===== src/rtl/ilm_dot_accum.sv =====
// ilm_dot_accum: streaming saturating dot-product accumulator.
// Sums each group of LEN unsigned 32-bit products from the ILM_AE multiplier
// wrapper into one ACC_W-bit result. The finished sum is held until the
// consumer takes it.
//
// state | meaning
// ------+---------------------------------------------------------------
// ACC   | accepting products, p_ready=1, partial sum building in r_acc
// OUT   | finished sum held on o_sum_out, o_sum_valid=1, inputs ignored
module ilm_dot_accum #(
  parameter  int LEN   = 8,
  parameter  int ACC_W = 34,
  localparam int CW    = $clog2(LEN + 1)
) (
  input  logic             i_clk,
  input  logic             i_rst_n,
  input  logic             i_clear,
  input  logic [31:0]      i_p_in,
  input  logic             i_p_valid,
  output logic             o_p_ready,
  output logic [ACC_W-1:0] o_sum_out,
  output logic             o_sum_valid,
  input  logic             i_sum_ready,
  output logic             o_sat,
  output logic [CW-1:0]    o_cnt_out
);

  localparam logic [0:0] S_ACC = 1'b0;
  localparam logic [0:0] S_OUT = 1'b1;

  logic [0:0]       r_state;
  logic [ACC_W-1:0] r_acc;
  logic [CW-1:0]    r_cnt;
  logic             r_sat;

  logic [ACC_W:0]   w_sum;
  logic             w_ovf;
  logic [ACC_W-1:0] w_acc_nxt;
  logic             w_accept;
  logic             w_last;

  // Saturating add of the offered product; one extra bit catches the carry-out.
  always_comb begin
    w_sum     = {1'b0, r_acc} + (ACC_W + 1)'(i_p_in);
    w_ovf     = w_sum[ACC_W];
    w_acc_nxt = w_ovf ? {ACC_W{1'b1}} : w_sum[ACC_W-1:0];
    w_accept  = i_p_valid && (r_state == S_ACC);
    w_last    = (r_cnt == CW'(LEN - 1));
  end

  // Group state: clear beats acceptance and release; reset acts immediately.
  always_ff @(posedge i_clk or negedge i_rst_n) begin
    if (!i_rst_n) begin
      r_state <= S_ACC;
      r_acc   <= '0;
      r_cnt   <= '0;
      r_sat   <= 1'b0;
    end else if (i_clear) begin
      r_state <= S_ACC;
      r_acc   <= '0;
      r_cnt   <= '0;
      r_sat   <= 1'b0;
    end else begin
      case (r_state)
        S_ACC: begin
          if (w_accept) begin
            r_acc <= w_acc_nxt;
            r_cnt <= r_cnt + 1'b1;
            r_sat <= r_sat | w_ovf;
            if (w_last) r_state <= S_OUT;
          end
        end
        S_OUT: begin
          if (i_sum_ready) begin
            r_state <= S_ACC;
            r_acc   <= '0;
            r_cnt   <= '0;
            r_sat   <= 1'b0;
          end
        end
        default: r_state <= S_ACC;
      endcase
    end
  end

  // Outputs come only from registers so nothing on the input side reaches them.
  always_comb begin
    o_p_ready   = (r_state == S_ACC);
    o_sum_valid = (r_state == S_OUT);
    o_sum_out   = r_acc;
    o_sat       = r_sat;
    o_cnt_out   = r_cnt;
  end

endmodule


===== config.mk =====
export PLATFORM = sky130hd
export DESIGN_NAME = ilm_dot_accum
export DESIGN_NICKNAME = d
export VERILOG_FILES = /design/src/rtl/ilm_dot_accum.sv
export SDC_FILE = /design/constraint.sdc
export NUM_CORES = 1
export LEC_CHECK = 0
export ABC_AREA = 0
export CAP_MARGIN = 5
export CORE_ASPECT_RATIO = 0.6
export CORE_MARGIN = 10
export CORE_UTILIZATION = 50
export CTS_CLUSTER_DIAMETER = 120
export DETAILED_ROUTE_END_ITERATION = 7
export PLACE_DENSITY = 0.76
export SETUP_SLACK_MARGIN = 0.2
export SLEW_MARGIN = 40
export SYNTH_ARGS = -nofsm -noshare
export SYNTH_HDL_FRONTEND = slang
export SYNTH_SLANG_ARGS = --single-unit

===== constraint.sdc =====
create_clock -name i_clk -period 3.4 [get_ports i_clk]
set_input_delay 0.68 -clock i_clk [delete_from_list [all_inputs] [get_ports i_clk]]
set_output_delay 0.68 -clock i_clk [all_outputs]
set_load 0.005 [all_outputs]

=== Word level (Yosys, flattened, before mapping) ===
Index checks and enable logic that the tools add are counted.

* Flip-flop bits (word level): 40
* Input port bits: 37
* Output and inout bits: 41
* Logic and storage cells: 31

* Muxes and demuxes: 18
* Reductions and logical operators: 2
* Equal/unequal tests: 3
* $add $sub $neg: 2
* Bitwise operators: 2

{| class="wikitable"
|+ Operators with widths
! operator !! count
|-
| $mux 34 || 4
|-
| $pmux 34 s2 || 1
|-
| $add 34x32->35 || 1
|-
| $mux 4 || 3
|-
| $pmux 4 s2 || 1
|-
| $mux 1 || 7
|-
| $add 4x1->4 const B || 1
|-
| $eq 4x3->1 const B || 1
|-
| $pmux 1 s2 || 2
|-
| $ne 3x2->1 const B || 1
|-
| $ne 3x3->1 const B || 1
|-
| $reduce_and 2->1 || 1
|-
| $logic_and 1x1->1 || 1
|-
| $not 1->1 || 1
|-
| $or 1x1->1 || 1
|}

=== Longest topological paths before layout ===
* Word-level depth: 5
* Gate-level depth with buffers: 11
* Gate-level depth less buffers: 10

=== Least setup slack after synthesis ===
No wires, ideal clock.

* Path kind: input to register
* Start: input port i_p_in[0]
* End: register r_acc[17] (netlist: o_sum_out[17])
* Stages: 11
* Arrival time: 3.028 ns
* Path buffers: 1
* Library setup time: 0.121 ns
* Path slack: 0.251 ns
* Data required time: 3.279 ns
* Cells stage by stage: ha_1 fa_1 a211oi_1 nor2_2 a211oi_2 o31a_4 a211oi_4 a21boi_2 buf_2 o22ai_1 a22o_1

* Word-level cells in the longest chain between the ends: 5

{| class="wikitable"
|+ Ends and longest elaborated chain
! element !! RTL line !! RTL
|-
| from (decl) || 18 || <nowiki>input logic [31:0] i_p_in,</nowiki>
|-
| $add 34x32->35 || 44 || <nowiki>w_sum = {1'b0, r_acc} + (ACC_W + 1)'(i_p_in);</nowiki>
|-
| $mux 34 || 46 || <nowiki>w_acc_nxt = w_ovf ? {ACC_W{1'b1}} : w_sum[ACC_W-1:0];</nowiki>
|-
| $mux 34 || 66 || <nowiki>if (w_accept) begin</nowiki>
|-
| $pmux 34 s2 || 64 || <nowiki>case (r_state)</nowiki>
|-
| $mux 34 || 58 || <nowiki>end else if (i_clear) begin</nowiki>
|-
| to (signal assigned) || 67 || <nowiki>r_acc <= w_acc_nxt;</nowiki>
|-
| to (decl) || 32 || <nowiki>logic [ACC_W-1:0] r_acc;</nowiki>
|}

Every way passes these cells. The select of a mux whose other input is x is not followed.
A chain may end at the register's enable or synchronous reset.

=== Worst setup path in the final report ===
* Start: input port i_p_in[3]
* End: register r_acc[32] (netlist: o_sum_out[32])

Same word-level chain as after synthesis.

==> qor.json <==
{
  "outcome": {
    "status": "complete, no violations"
  },
  "global_routing": {
    "global_route.usage.met3_pct": 5.404,
    "grt_most_used_layer": "met2",
    "wire_length_of_the_first_global_routing_pass_microns": 19780,
    "first_global_vias": 3791,
    "antenna_violations_before_repair": 0,
    "groute.layer.met1.usage_pct": 31.72,
    "grt_use_total_pct": 21.91,
    "overflow_left_after_global_routing": 0,
    "maximum_number_of_pins_on_one_net_before_global_route_repair": 41,
    "gr-usage-met2_pct": 31.86
  },
  "route": {
    "post_drt_via_cell_ratio": 6.331,
    "drt-wirelength-per-cell_microns": 20.41,
    "drtIter0Drc": 486,
    "route.final.wire_length_microns": 12710,
    "drc_errors": 0,
    "drt_first_pass_iters": 5,
    "num_vias": 3944,
    "drtAntennaViolNets": 0
  },
  "synthesis": {
    "synth_edf_count": 0,
    "ys_dominant_reg_cell": "dfrtp_1",
    "syn-num-nets": 480,
    "netlist.top_cell.by_area": "dfrtp_1",
    "fraction_of_the_yosys_area_taken_by_sequential_cells_pct": 28.16,
    "synthesized_cell_area_sq_mm": 0.003555,
    "synth-warning-count": 0,
    "synth.avg_cell_area_sq_um": 8.691,
    "synth.lib_cells_used.distinct": 66,
    "netlist_instances": 409,
    "postSynthRegisterBits": 40,
    "proportion_of_netlist_area_held_by_the_largest_area_contributor_pct": 28.16,
    "synth_async_sr_flop_share_pct": 100.0,
    "leading_cell_types_by_total_area_after_synthesis": "dfrtp_1 28%, ha_1 12%, a22o_1 5.9%"
  },
  "final_layout": {
    "stdcell_count": 623,
    "finished_layout_cell_area_sq_mm": 0.005191,
    "area_growth_pct": 46.04,
    "layout_commonest_cell": "clkdlybuf4s50_1",
    "num_antenna_cells": 0,
    "final_net_count": 606,
    "layout_common_cells": "69 x clkdlybuf4s50_1, 67 x buf_4, 40 x dfrtp_1",
    "layout_cells_sized_above_1_pct": 22.01
  },
  "critical_path": {
    "setup.reg_to_reg.worst_slack_ps": 540,
    "worst-path-max-fanout": 7,
    "r2r_start": "o_sum_out[7]",
    "worst_r2r_path_depth": 11,
    "critPathLaunchType": "input pin",
    "critical_path_class": "in2reg",
    "worstReg2RegEnd": "o_sum_out[32]",
    "critical_path_end_type": "flop",
    "critPathArrivalTime_ps": 3290,
    "cp-endpoint": "o_sum_out[32]",
    "critPathLaunch": "i_p_in[3]",
    "critical_path_required_ps": 3580
  },
  "clock_network": {
    "tritoncts.num_buffers": 5,
    "clk_latency_ps": 290,
    "ctsHtreeMaxLevel": 2,
    "worst_setup_hold_path_clk_slew_ps": 70,
    "clkSinkCount": 40,
    "tritoncts": "done",
    "clock-root-buffer": "clkbuf_16",
    "cts-root-to-sink-buffers": 2
  },
  "power": {
    "post-layout-total-power_mw": 2.387,
    "vdd_drop_max_mv": 0.2582,
    "power.density_mw_per_mm2": 459.8,
    "static-leakage-power_nw": 2.340
  },
  "placed_design": {
    "replace_congestion": 0.9136,
    "place_inst": 607,
    "port_buffers": 77,
    "dpl-instance-area_sq_mm": 0.004786,
    "place_hpwl_microns": 9247
  },
  "timing": {
    "worst_hold_slack_ps": 381.4,
    "setup-tns-final_ps": 0,
    "layout_min_cycle_time_ps": 3109,
    "rsz0062_at_grt": "no",
    "slew_headroom_pct": 60.61,
    "timing.fmax_ghz": 0.3217,
    "report.final.hold_viol_count": 0,
    "period_share_pct": 91.43,
    "finalClockSkew_ps": 7.710,
    "final_max_slew_viol_count": 0,
    "tightest_slew_ps": 589.4,
    "setup-violations-final": 0
  },
  "die": {
    "dieHeight_microns": 85.31,
    "core.rowCount": 23,
    "floorplan.die_area_sq_mm": 0.01099,
    "num_io_pins": 78,
    "die_x_microns": 128.9,
    "fp.coreArea_sq_mm": 0.006792,
    "floorplan.initialDensity_pct": 52.34
  },
  "min_path": {
    "timing.hold.worst.class": "in2async"
  },
  "job": {
    "timing.max_cap.violations": 0
  }
}
-- power breakdown --
part | total [mW] | switching (mW) | internal, mW | leakage, nW
Clock | 0.503 | 0.213 | 0.290 | 0.0766
Sequential | 0.603 | 0.0683 | 0.535 | 0.535
Combinational | 1.28 | 0.641 | 0.640 | 1.73
Total | 2.39 | 0.922 | 1.46 | 2.34
-- area by class of cell --
type | count | area (sq um)
Multi-Input combinational cell | 336 | 2621
Fill cell | 478 | 1600
Timing Repair Buffer | 144 | 1281
Sequential cell | 40 | 1001
Clock buffer | 6 | 138.9
Tap cell | 87 | 108.9
Inverter | 8 | 30.03
Clock inverter | 2 | 10.01
-- registers in the layout, summed over array words and instances (netlist names) --
register,count
o_cnt_out,4
o_sum_out,34
o_sat,1
o_sum_valid,1
-- logic make-up after synthesis --
family / Yosys count / share of synthesized area [%]
compound gates: 170 / 35.16
xor+xnor: 22 / 5.420
fa+ha+maj: 34 / 12.18
buf+inv: 33 / 3.766
flops: 40 / 28.16
mux: 2 / 0.5632
simple gates: 108 / 14.75
-- worst min path at each step --
stage	end	startpoint	cells after the start
after global placement	o_sum_out[26]	o_sum_out[26]	2
final	o_sum_out[16]	i_rst_n	1
after floorplan	o_cnt_out[0]	i_rst_n	0
after detailed placement	o_sum_out[26]	o_sum_out[26]	2
after CTS	o_sum_out[16]	i_rst_n	1
after global routing	o_sum_out[16]	i_rst_n	1
-- layer usage --
layer | wire length, microns | vias to the layer above
met4 | 180 | 0
met5 | 0 | -
met3 | 1146 | 25
met2 | 5324 | 184
li1 | - | 1811
met1 | 6062 | 1924
-- through the flow --
stage	worst slack, ps	utilization [%]
after floorplan	251.2	-
after global placement	-202.8	70.43
after detailed placement	-289.1	70.47
after CTS	197.0	74.39
after global routing	194.5	76.44
final	291.4	76.44
-- synthesized netlist by cell type (2+ instances only) --
master / count
nor4_1: 2
o21ai_0: 15
a2111oi_0: 3
o22ai_1: 6
a21oi_1: 31
buf_2: 8
a41oi_1: 3
a31oi_1: 5
nor2b_1: 5
dfrtp_1: 40
nor2_1: 27
xnor2_1: 11
and3_1: 7
a21o_1: 12
nor3_1: 7
mux2i_1: 2
nand2_1: 34
a22o_1: 24
nand2b_1: 2
xor2_1: 11
a211oi_2: 2
clkbuf_1: 15
o21bai_1: 5
o21a_1: 6
buf_1: 2
nand3_1: 5
a211oi_1: 9
a221o_1: 4
o211ai_1: 2
ha_1: 33
and2_1: 3
inv_1: 8
nand4_1: 8
a211o_1: 3
o21ai_1: 18
-- critical path, cell delays in order --
cell and delay [ps]:
clkdlybuf4s50_1 420, ha_1 310, o21ai_0 110, nor2_2 150, a211oi_2 90, buf_4 150
o31a_4 300, a211oi_4 270, a21boi_2 110, buf_6 140, o41a_1 360, o22a_1 200
-- timing repair --
| action | 4_1_cts | 5_1_grt |
|---|---|---|
| pin swaps | 9 | 12 |
| gates resized for setup | 14 | 25 |
| buffers inserted | 6 | 2 |
| setup endpoints to repair | 30 | 35 |
| hold buffers | 0 | 0 |
Power figures use the tool's default switching activity.
